### config.mk
export PLATFORM = sky130hd
export DESIGN_NAME = mux_arb_stage
export DESIGN_NICKNAME = d
export VERILOG_FILES = /design/src/rtl/mux_arb_stage.sv
export SDC_FILE = /design/constraint.sdc
export NUM_CORES = 1
export LEC_CHECK = 0
export CORE_MARGIN = 2
export CORE_UTILIZATION = 42
export CTS_CLUSTER_SIZE = 8
export DETAILED_ROUTE_END_ITERATION = 16
export PLACE_DENSITY = 0.92
export SYNTH_ARGS = -nofsm -noshare
export SYNTH_HDL_FRONTEND = slang
export SYNTH_SLANG_ARGS = --single-unit
### constraint.sdc
create_clock -name clk -period 8.7 [get_ports clk]
set_input_delay 1.74 -clock clk [delete_from_list [all_inputs] [get_ports clk]]
set_output_delay 1.74 -clock clk [all_outputs]
set_load 0.01 [all_outputs]
### src/rtl/mux_arb_stage.sv
// N-channel arbitrated mux with a registered valid/ready output stage.
// Ports: clk, nreset, in_valid/in_data/in_ready, out_valid/out_data/out_sel/out_ready.
module mux_arb_stage #(
  parameter int N  = 5,
  parameter int DW = 32,
  parameter int RR = 1
) (
  input  logic          clk,
  input  logic          nreset,
  input  logic [N-1:0]  in_valid,
  input  logic [N*DW-1:0] in_data,
  output logic [N-1:0]  in_ready,
  output logic          out_valid,
  output logic [DW-1:0] out_data,
  output logic [N-1:0]  out_sel,
  input  logic          out_ready
);

  localparam int PW = (N > 1) ? $clog2(N) : 1;

  logic [PW-1:0] ptr;
  logic [PW-1:0] start;
  logic [PW-1:0] kidx;
  logic [PW-1:0] ptr_nxt;
  logic [N-1:0]  grant;
  logic [DW-1:0] mux_data;
  logic          space;
  logic          load;

  assign start = (RR != 0) ? ptr : '0;

  // Cyclic search from start; first requester wins.
  always_comb begin
    int c;
    logic found;
    grant = '0;
    found = 1'b0;
    c = 0;
    for (int j = 0; j < N; j++) begin
      c = int'(start) + j;
      if (c >= N) c = c - N;
      if (!found && in_valid[PW'(c)]) begin
        grant[PW'(c)] = 1'b1;
        found = 1'b1;
      end
    end
  end

  always_comb begin
    kidx = '0;
    for (int i = 0; i < N; i++)
      if (grant[i]) kidx = PW'(i);
  end

  assign ptr_nxt = (kidx == PW'(N - 1)) ? '0
                 : kidx + PW'(1);

  always_comb begin
    mux_data = '0;
    for (int i = 0; i < N; i++)
      mux_data = mux_data
               | (in_data[i*DW +: DW] & {DW{grant[i]}});
  end

  // Reset gates the handshake so nothing is accepted while held.
  assign space    = (~out_valid | out_ready) & nreset;
  assign load     = space & (|in_valid);
  assign in_ready = grant & {N{space}};

  always_ff @(posedge clk or negedge nreset) begin
    if (!nreset) begin
      out_valid <= 1'b0;
      out_data  <= '0;
      out_sel   <= '0;
      ptr       <= '0;
    end else if (load) begin
      out_valid <= 1'b1;
      out_data  <= mux_data;
      out_sel   <= grant;
      if (RR != 0) ptr <= ptr_nxt;
    end else if (out_valid && out_ready) begin
      out_valid <= 1'b0;
      out_sel   <= '0;
    end
  end

endmodule
==> results, run 1 <==
- The net count after synthesis is approximately 630.
- Averaged over all synthesized cells, the footprint is 8.334 um^2.
- The count of cells resized by post-cts repair is 0.
- The synthesized netlist devotes 36.23% of its cell area to compound gates.
- The number of unique standard cell types used by synthesis is 75.
- The setup TNS is 0 ns.
- The count of buffers added on input and output ports is 177.
- For this run, the leading register cell type out of synthesis is dfrtp_1.
- For this design the ratio of total power to cell area is 425.8 mW/mm^2.
- The smallest clock period supported by the final layout is computed as just over 7 ns.
- The tree is rooted in a clkbuf_8.
- The count of final max-slew check failures is 0.
- The Yosys step of the flow raised 0 warnings.
- After clock tree synthesis, the flow added hold-fix buffers numbering 0.
- The post-synthesis mux area share is 2.882%.
- The total via count after detailed routing is approximately 4300.
- In this run the critical register-to-register path is launched from ptr[0].
- The H-tree was split into 2 levels.
- The final critical path takes up 82.79% of the cycle.
- The flip-flop and latch count after synthesis is 41.
- The count of fill cells added during filler insertion is 724.
- The analysis attributes to cell leakage a power of around 0.0022 uW.
- Registers take 0.001026 mm^2.
- In the routed design, unresolved DRC markers number 0.
- The first global-routing pass estimated 21210 um of wire.
- The overall fraction of global-route tracks in use is 26.51%.
- The die extent in y is 98.29 um.
- The final worst clock skew is 0.004804 ns.
- The post-layout net count is approximately 800.
- The number of stages on the worst setup path is 10.
- The reg-to-reg critical path endpoint is ptr[1].
- The TritonCTS clock tree is yes.
- The slowest stage cell on the critical path is a221o_2.
- The maximum fanout along the worst path is 34.
- The clock-pin slew of the registers on the worst-case setup and hold paths is 0.08 ns.
- The I/O pin total is 211.
- The run finished with clean final reports.
- The post-synthesis simple-gate area fraction is between 20% and 30%.
- The post-route netlist has 11.04% of its cells at a drive strength greater than 1.
- The synthesized design contains 0 enable-type register cells.
- The path type of the worst min-delay path is reg -> reg.
- The area of the core region is between 0.008 and 0.009 mm^2.
- The startpoint identified for the worst hold timing path is out_sel[2].
- Walking the worst path, the cells encountered are clkdlybuf4s50_1 -> nand2_1 -> a21oi_1 -> o21ai_1 -> nand4_2 -> a211oi_2 -> and2_4 -> a221o_2 -> nor2b_1 -> clkdlybuf4s50_1.
- The die footprint is 0.009660 mm^2.
- Setup repair after global routing left no endpoint under its margin.
- The antenna diode instance count is 0.
- The cell depth of the worst hold path is 1.
- The transition time of the tightest slew-check pin is approximately 1 ns.
- Entering global routing, the biggest net connects 72 pins.
- The classification of the worst setup path is in -> out.
- The count of nets left with antenna violations once routing finished came out at 0.
- By area, the combinational part of the netlist is dominated by compound AO/OA/AOI/OAI gates.
- The largest stage delay on the critical path is 0.81 ns.
- Setup violations remaining at the end of the flow were counted as 0.
- The aggregate global routing overflow is 0.
- The first-pass iteration count of the detailed router is 5.
- The die is 98.29 um wide.
- The worst pin sits at a relative slew slack of 34.34%.
- Broken down by cell family, the worst path's largest delay share belongs to compound AO/OA/AOI/OAI gates.
- Sequential elements use about 27% of the synthesized area.
- The buffers inserted during post-CTS setup optimization is 0.
- For this block, the routed nets add up to 12960 um of wire.
- The peak clock frequency supported by timing is between 0.1 and 0.15 GHz.
- VDD sags by at most 271.5 uV.
- The via density per instance is between 6 and 7.
- Counting stages on the worst path, the most repeated cell is clkdlybuf4s50_1.
- The HPWL after detailed placement is 9740 um.
- The multi-input combinational cells in the finished layout cover a total of 0.002472 mm^2.
- The number of sinks driven by the clock tree is between 40 and 50.
- The clock insertion delay at the later pin of the skew report is 0.30 ns.
- The register-to-register setup slack is between 3 and 4 ns.
- The final design utilization is approximately 65%.
- The routed length per placed instance is 18.12 um.
- The number of buffer and inverter instances along the worst setup path is 2.
- The required time at the endpoint of the critical path is a little under 7 ns.
- The initial antenna violation count is 0.
- The number of violations of the max-capacitance limit is 0.
- Buffers inserted during clock tree synthesis total 5.
- The starting DRC count in detailed routing is around 270.
- Setup slack on the critical path of the routed design comes to 1.497 ns.
- After synthesis, the share of flip-flops with an asynchronous set or reset is 100.0%.
- The instance count of the mapped netlist is about 450.
- The final number of hold-violating endpoints is 0.
- The via count of the first global-routing pass is 4392.
- The congestion estimate from routability-driven global placement came to between 0.9 and 1.
- Summing the areas of all xor and xnor instances in the mapped netlist gives 0.7038% of the synthesized area.
- The worst hold path terminates at out_sel[2].
- The area growth from synthesis to layout is 50.07%.
- The netlist area before placement is 0.003734 mm^2.
- The floorplan has 34 rows.
- The depth of the most critical reg-to-reg path is 14.
- The type of element launching the critical path is an input pin.
- The clock passes through at most 2 buffers.
- The initial utilization of the core area, before any placement, comes to 43.02%.
- The post-place setup slack is 1.569 ns.
- STA puts the critical path data arrival time at 5.46 ns.
- The adder-cell share of the synthesized area is 3.552%.
- The worst setup path is captured at an output port.
-- worst register-to-register path, stage by stage (launching register included) --
cell      delay (ns)
dfrtp_1         0.80
inv_2           0.25
ha_1            0.28
ha_1            0.38
inv_1           0.13
o31a_1          0.36
o221a_2         0.29
or3_1           0.36
a211oi_2        0.29
and3_1          0.22
a221o_2         0.82
or3_4           0.29
ha_1            0.22
nand2_1         0.05
o21ai_0         0.08
-- logic make-up after synthesis --
logic type	count (synthesis)
flops	41
compound gates	164
simple gates	174
buf+inv	46
mux	9
xor+xnor	3
fa+ha+maj	10
other cells	1
-- per-layer routing --
layer	up-vias	wire [um]	GRT usage (%)	share of wire [%]
li1	1987	-	-	-
met1	2074	4977	32.17	38
met2	237	6579	46.15	51
met3	39	1010	5.583	7.8
met4	0	389	9.800	3.0
met5	-	0	0	0
-- metrics by stage --
step / hold slack [ns] / area, um^2 / power (uW) / cells
after global routing: 0.5262 / 5603 / 2571 / 715
after CTS: 0.4970 / 5603 / 2371 / 715
after global placement: 0.4580 / 5498 / 2154 / 707
final: 0.4913 / 5603 / 2386 / 715
after floorplan: 0.5162 / 3734 / 1731 / 448
after detailed placement: 0.4777 / 5498 / 2213 / 707
-- registers in the layout, summed over array words and instances (netlist names) --
signal	flops
out_valid	1
out_data	32
out_sel	5
ptr	3
-- how the worst max path moves through the flow --
stage                            from     endpoint
after floorplan           in_valid[1]  in_ready[2]
after global routing      in_valid[0]  in_ready[3]
after CTS                 in_valid[0]  in_ready[3]
final                     in_valid[0]  in_ready[3]
after detailed placement  in_valid[0]  in_ready[3]
after global placement    in_valid[0]  in_ready[3]
-- cells in the final DEF, fill, tap and decap left out, types with 3 or more instances in the layout --
cell               n
clkdlybuf4s50_1  176
nand2_1           77
nor2_1            44
a21oi_1           41
dfrtp_1           41
a22oi_1           31
a221oi_2          21
inv_1             12
a221oi_1          12
o21ai_0           11
ha_1               9
or2_2              7
clkbuf_8           7
nand2b_1           6
nor2b_1            6
mux2i_1            6
nand3_1            6
buf_4              6
o31ai_1            4
a31oi_1            4
o211ai_1           4
nor3_1             4
xnor2_1            3
and4_1             3
a21o_1             3
-- power breakdown --
| group | internal, uW | switching (uW) |
|---|---|---|
| clock | 73.5 | 73.6 |
| sequential | 284 | 73.1 |
| combinational | 793 | 1090 |
| total | 1150 | 1230 |
-- synthesized netlist by cell type, types with 6 or more instances --
cell       n  area [um^2]
a21oi_1   42        210.2
a221oi_1  12        105.1
a221oi_2  21        315.3
a22oi_1   31        232.7
buf_2      8        40.04
buf_6      8        90.09
clkbuf_1  12        45.04
dfrtp_1   41         1026
ha_1       9        112.6
inv_1     12        45.04
mux2i_1    6        60.06
nand2_1   77        289.0
nand2b_1   6        37.54
nand3_1    6        30.03
nor2_1    44        165.2
nor2b_1    6        37.54
o21ai_0   11        55.05
or2_2      7        43.79
-- cell type report --
cell class                 count  area share [%]
inverter                      14          0.9379
clock buffer                   7           1.720
timing repair buffer         183           32.34
clock inverter                 1          0.1563
multi-input combinational    361           44.13
sequential                    41           18.31
tap                          108           2.412
No activity file was read; power rests on OpenSTA's default activity.
==> inputs of run 2 (changes only) <==
--- a/config.mk
+++ b/config.mk
@@ -6,10 +6,10 @@
 export NUM_CORES = 1
 export LEC_CHECK = 0
 export CORE_MARGIN = 2
-export CORE_UTILIZATION = 42
+export CORE_UTILIZATION = 39
 export CTS_CLUSTER_SIZE = 8
 export DETAILED_ROUTE_END_ITERATION = 16
-export PLACE_DENSITY = 0.92
+export PLACE_DENSITY = 0.87
 export SYNTH_ARGS = -nofsm -noshare
 export SYNTH_HDL_FRONTEND = slang
 export SYNTH_SLANG_ARGS = --single-unit
==> constraint.sdc (replaced) <==
create_clock -name clk -period 6.72 [get_ports clk]
set_input_delay 1.344 -clock clk [delete_from_list [all_inputs] [get_ports clk]]
set_output_delay 1.344 -clock clk [all_outputs]
set_load 0.01 [all_outputs]
==> run 2 against run 1 <==
Compared with the run above: global-route usage shrank 1.4 points; count of clock-buffer cells in the layout down 1; clock power rose by 45%; cell area up 0.71%; hold slack is essentially flat; critical path depth rose by 2; first-iteration DRC count is 16% lower; via count decreased by 1.6%; core utilization is 3.8 points lower; combinational power up 32%; final cell count rose by 3.1%; total power grew 32%; critical endpoint is now in_ready[2]; highest routed layer unchanged.
==> results, run 2 (same netlist as run 1, synthesis figures left out) <==
- The type of element launching the critical path is a flop.
- The setup path with the least slack is of type reg -> out.
- The register-to-register setup slack came to 2.02 ns (-1.71 ns).
- The setup violation total in the final timing report is 0 (unchanged).
- The antenna diode instance count is 0 (unchanged).
- The transition time of the tightest slew-check pin was 0.7838 ns (-0.2011 ns).
- The die extent in y is 101.8 um (+3.6%).
- The placer's final routability congestion estimate is 0.9422 (-3.4%).
- The pin count of the biggest net entering global routing is 60 (-17%).
- The largest registers in the layout are out_data x32, out_sel x5, ptr x3.
- The aggregate global routing overflow is 0 (unchanged).
- Leaving out fill and tap cells, the most frequent cells in the layout are 176 x clkdlybuf4s50_1, 77 x nand2_1, 44 x nor2_1, 41 x a21oi_1, 41 x dfrtp_1.
- The starting DRC count in detailed routing is 226 (-16%).
- The remaining max-slew budget at the tightest pin is 47.20% (+13 points).
- The combinational fraction of design power is 78.6% (-0.3 points).
- The path type of the worst min-delay path is reg -> reg.
- The number of design rule violations left after detail routing is 0 (unchanged).
- The register with the most flip-flops is out_data.
- The cell-internal power is 1518 uW (+32%).
- The proportion of power drawn by flip-flops and latches was 14.6% (-0.4 points).
- The initial antenna violation count was 0 (unchanged).
- The final number of hold-violating endpoints is 0 (unchanged).
- The overall fraction of global-route tracks in use is 25.14% (-1.4 points).
- The via count of the first global-routing pass is 4276 (-2.6%).
- The estimated wirelength of the detail-placed design is 10100 um (+3.7%).
- The count of buffers inserted at the top-level ports is 177 (unchanged).
- The number of violations of the max-capacitance limit came to 0 (unchanged).
- Relative to the synthesized area, the layout overhead comes to 51.14%.
- The H-tree depth was 2 (unchanged).
- The count of final max-slew check failures came to 0 (unchanged).
- The I/O pin total is 211 (unchanged).
- The clock insertion delay at the later pin of the skew report came to 0.30 ns (about the same).
- The power per unit of standard cell area is 558.7 mW/mm^2 (+31%).
- The die footprint is 0.01037 mm^2 (+7.4%).
- Among all stages on the critical path, the largest delay is contributed by dfrtp_1.
- The die width is 101.8 um (+3.6%).
- The total leakage power came to 0.002241 uW (+0.25%).
- The area occupied by multi-input gates is 0.002472 mm^2 (unchanged).
- The switching power is 1635 uW (+32%).
- The cell family with the largest share of critical-path delay is compound AO/OA/AOI/OAI gates.
- The number of sinks driven by the clock tree is 41 (unchanged).
- The buffers inserted during post-CTS setup optimization was 0 (unchanged).
- The total clock buffers created by CTS is 5 (unchanged).
- The number of buffer and inverter instances along the worst setup path was 3 (+1).
- The share of total power in the clock network is 6.8% (+0.6 points).
- The count of cells resized by post-cts repair is 0 (unchanged).
- The standard-cell row count was 35 (+2.9%).
- The clock-pin slew of the registers on the worst-case setup and hold paths is 0.10 ns (+0.02 ns).
- The total via count after detailed routing is 4269 (-1.6%).
- The final antenna-violating net count is 0 (unchanged).
- In the finished design, the share of the clock period the worst path needs comes to 90.44%.
- The total wire length after detailed routing is 13540 um (+4.5%).
- The hold-fix buffer count after cts is 0 (unchanged).
- The post-layout net count is 785 (+0.13%).
- The required time at the endpoint of the critical path is 5.38 ns (-1.58 ns).
- The minimum clock period after layout is 6.077 ns.
- The setup TNS was 0 ns (unchanged).
- Derived from the worst setup path, the maximum achievable clock frequency is about 0.16 GHz.
- The fraction of power spent switching nets is 51.86% (+0.11 points).
- The run finished with clean final reports.
- The largest stage delay on the critical path was 0.80 ns (about the same).
- The most numerous cell type found on the critical path is ha_1.
- The flip-flop count of the largest register after layout is 32 (unchanged).
- The wire length of the first global-routing pass was 20890 um (-1.5%).
- The signal on the critical path passes through inv_2 -> ha_1 -> ha_1 -> inv_1 -> o31a_1 -> o221a_2 -> or3_1 -> a211oi_2 -> and4b_1 -> a221o_1 -> nor2b_1 -> clkdlybuf4s50_1.
- The clock tree root driver cell is clkbuf_8.
- The via density per instance is 5.792 (-4.5%).
- The area of the core region is 0.009284 mm^2 (+7.0%).
- The count of fill cells added during filler insertion is 832 (+15%).
- The share of cells above drive strength 1 was 11.02% (-0.018 points).
- Setup repair after global routing left no endpoint under its margin.
- The arrival time reported for the critical path endpoint was 4.73 ns (-0.73 ns).
- The most common library cell in the layout ignoring fill and taps is clkdlybuf4s50_1.
- The first-pass iteration count of the detailed router was 5 (unchanged).
- The worst supply voltage drop on vdd is 483.8 uV (+78%).
- The maximum fanout along the worst path is 22 (-35%).
- The final worst clock skew was 0.008279 ns (+0.003475 ns).
- The initial core utilization is 40.22% (-2.8 points).
- The maximum root-to-sink buffer count is 2 (unchanged).
- The area used by sequential logic in the layout is 0.001026 mm^2 (unchanged).
- The routed length per placed instance came to 18.36 um (+1.3%).
- TritonCTS built the clock tree.
- The final hold slack is 0.4908 ns (-0.0004700 ns).
- The critical path capture point type is an output port.
-- run 2: cell count changes in the layout (fill, tap and decap cells not counted), sizes merged --
cell	change
buf	+1
bufinv	+1
clkbuf	-1
clkinv	+1
inv	-1
-- run 2: final timing paths --
path,from,to,cells past startpoint
worst min register to register,out_sel[2],out_sel[2],1
min in group asynchronous,nreset,out_valid,2
max in group asynchronous,nreset,out_data[14],2
worst max-delay path,ptr[0],in_ready[2],12
worst max register to register,ptr[0],ptr[1],15
worst min-delay path,out_sel[2],out_sel[2],1
-- run 2: power groups by stage --
stage / sequential (uW) / clock [uW] / combinational [uW]
floorplan: 486 / 0 / 1750
global placement: 458 / 0 / 2390
detailed placement: 463 / 0 / 2450
CTS: 459 / 214 / 2460
global route: 476 / 223 / 2690
finish: 460 / 213 / 2480
-- run 2: layout make-up --
cell class / instances / area share (%)
clock buffers: 6 / 1.286
flip-flops and latches: 41 / 18.18
multi-input cells: 361 / 43.81
inverters: 14 / 0.9313
well taps: 129 / 2.860
clock inverters: 2 / 0.6874
repair buffers: 184 / 32.24
-- run 2: per-layer routing --
metal	GRT usage, %	vias to the layer above	routed length, um
li1	-	2001	-
met1	31.09	2026	5352
met2	44.13	214	6792
met3	6.293	28	1158
met4	5.949	0	231
met5	0	-	0
-- run 2: through the flow --
stage / setup slack (ns) / utilization, % / power [uW] / cells / area [um^2]
after global placement: 0.9975 / 59.58 / 2847 / 729 / 5532
after CTS: 0.6776 / 60.78 / 3137 / 737 / 5643
after floorplan: 2.037 / - / 2240 / 448 / 3734
final: 0.6426 / 60.78 / 3153 / 737 / 5643
after global routing: 0.4032 / 60.78 / 3387 / 737 / 5643
after detailed placement: 0.9610 / 59.58 / 2911 / 729 / 5532
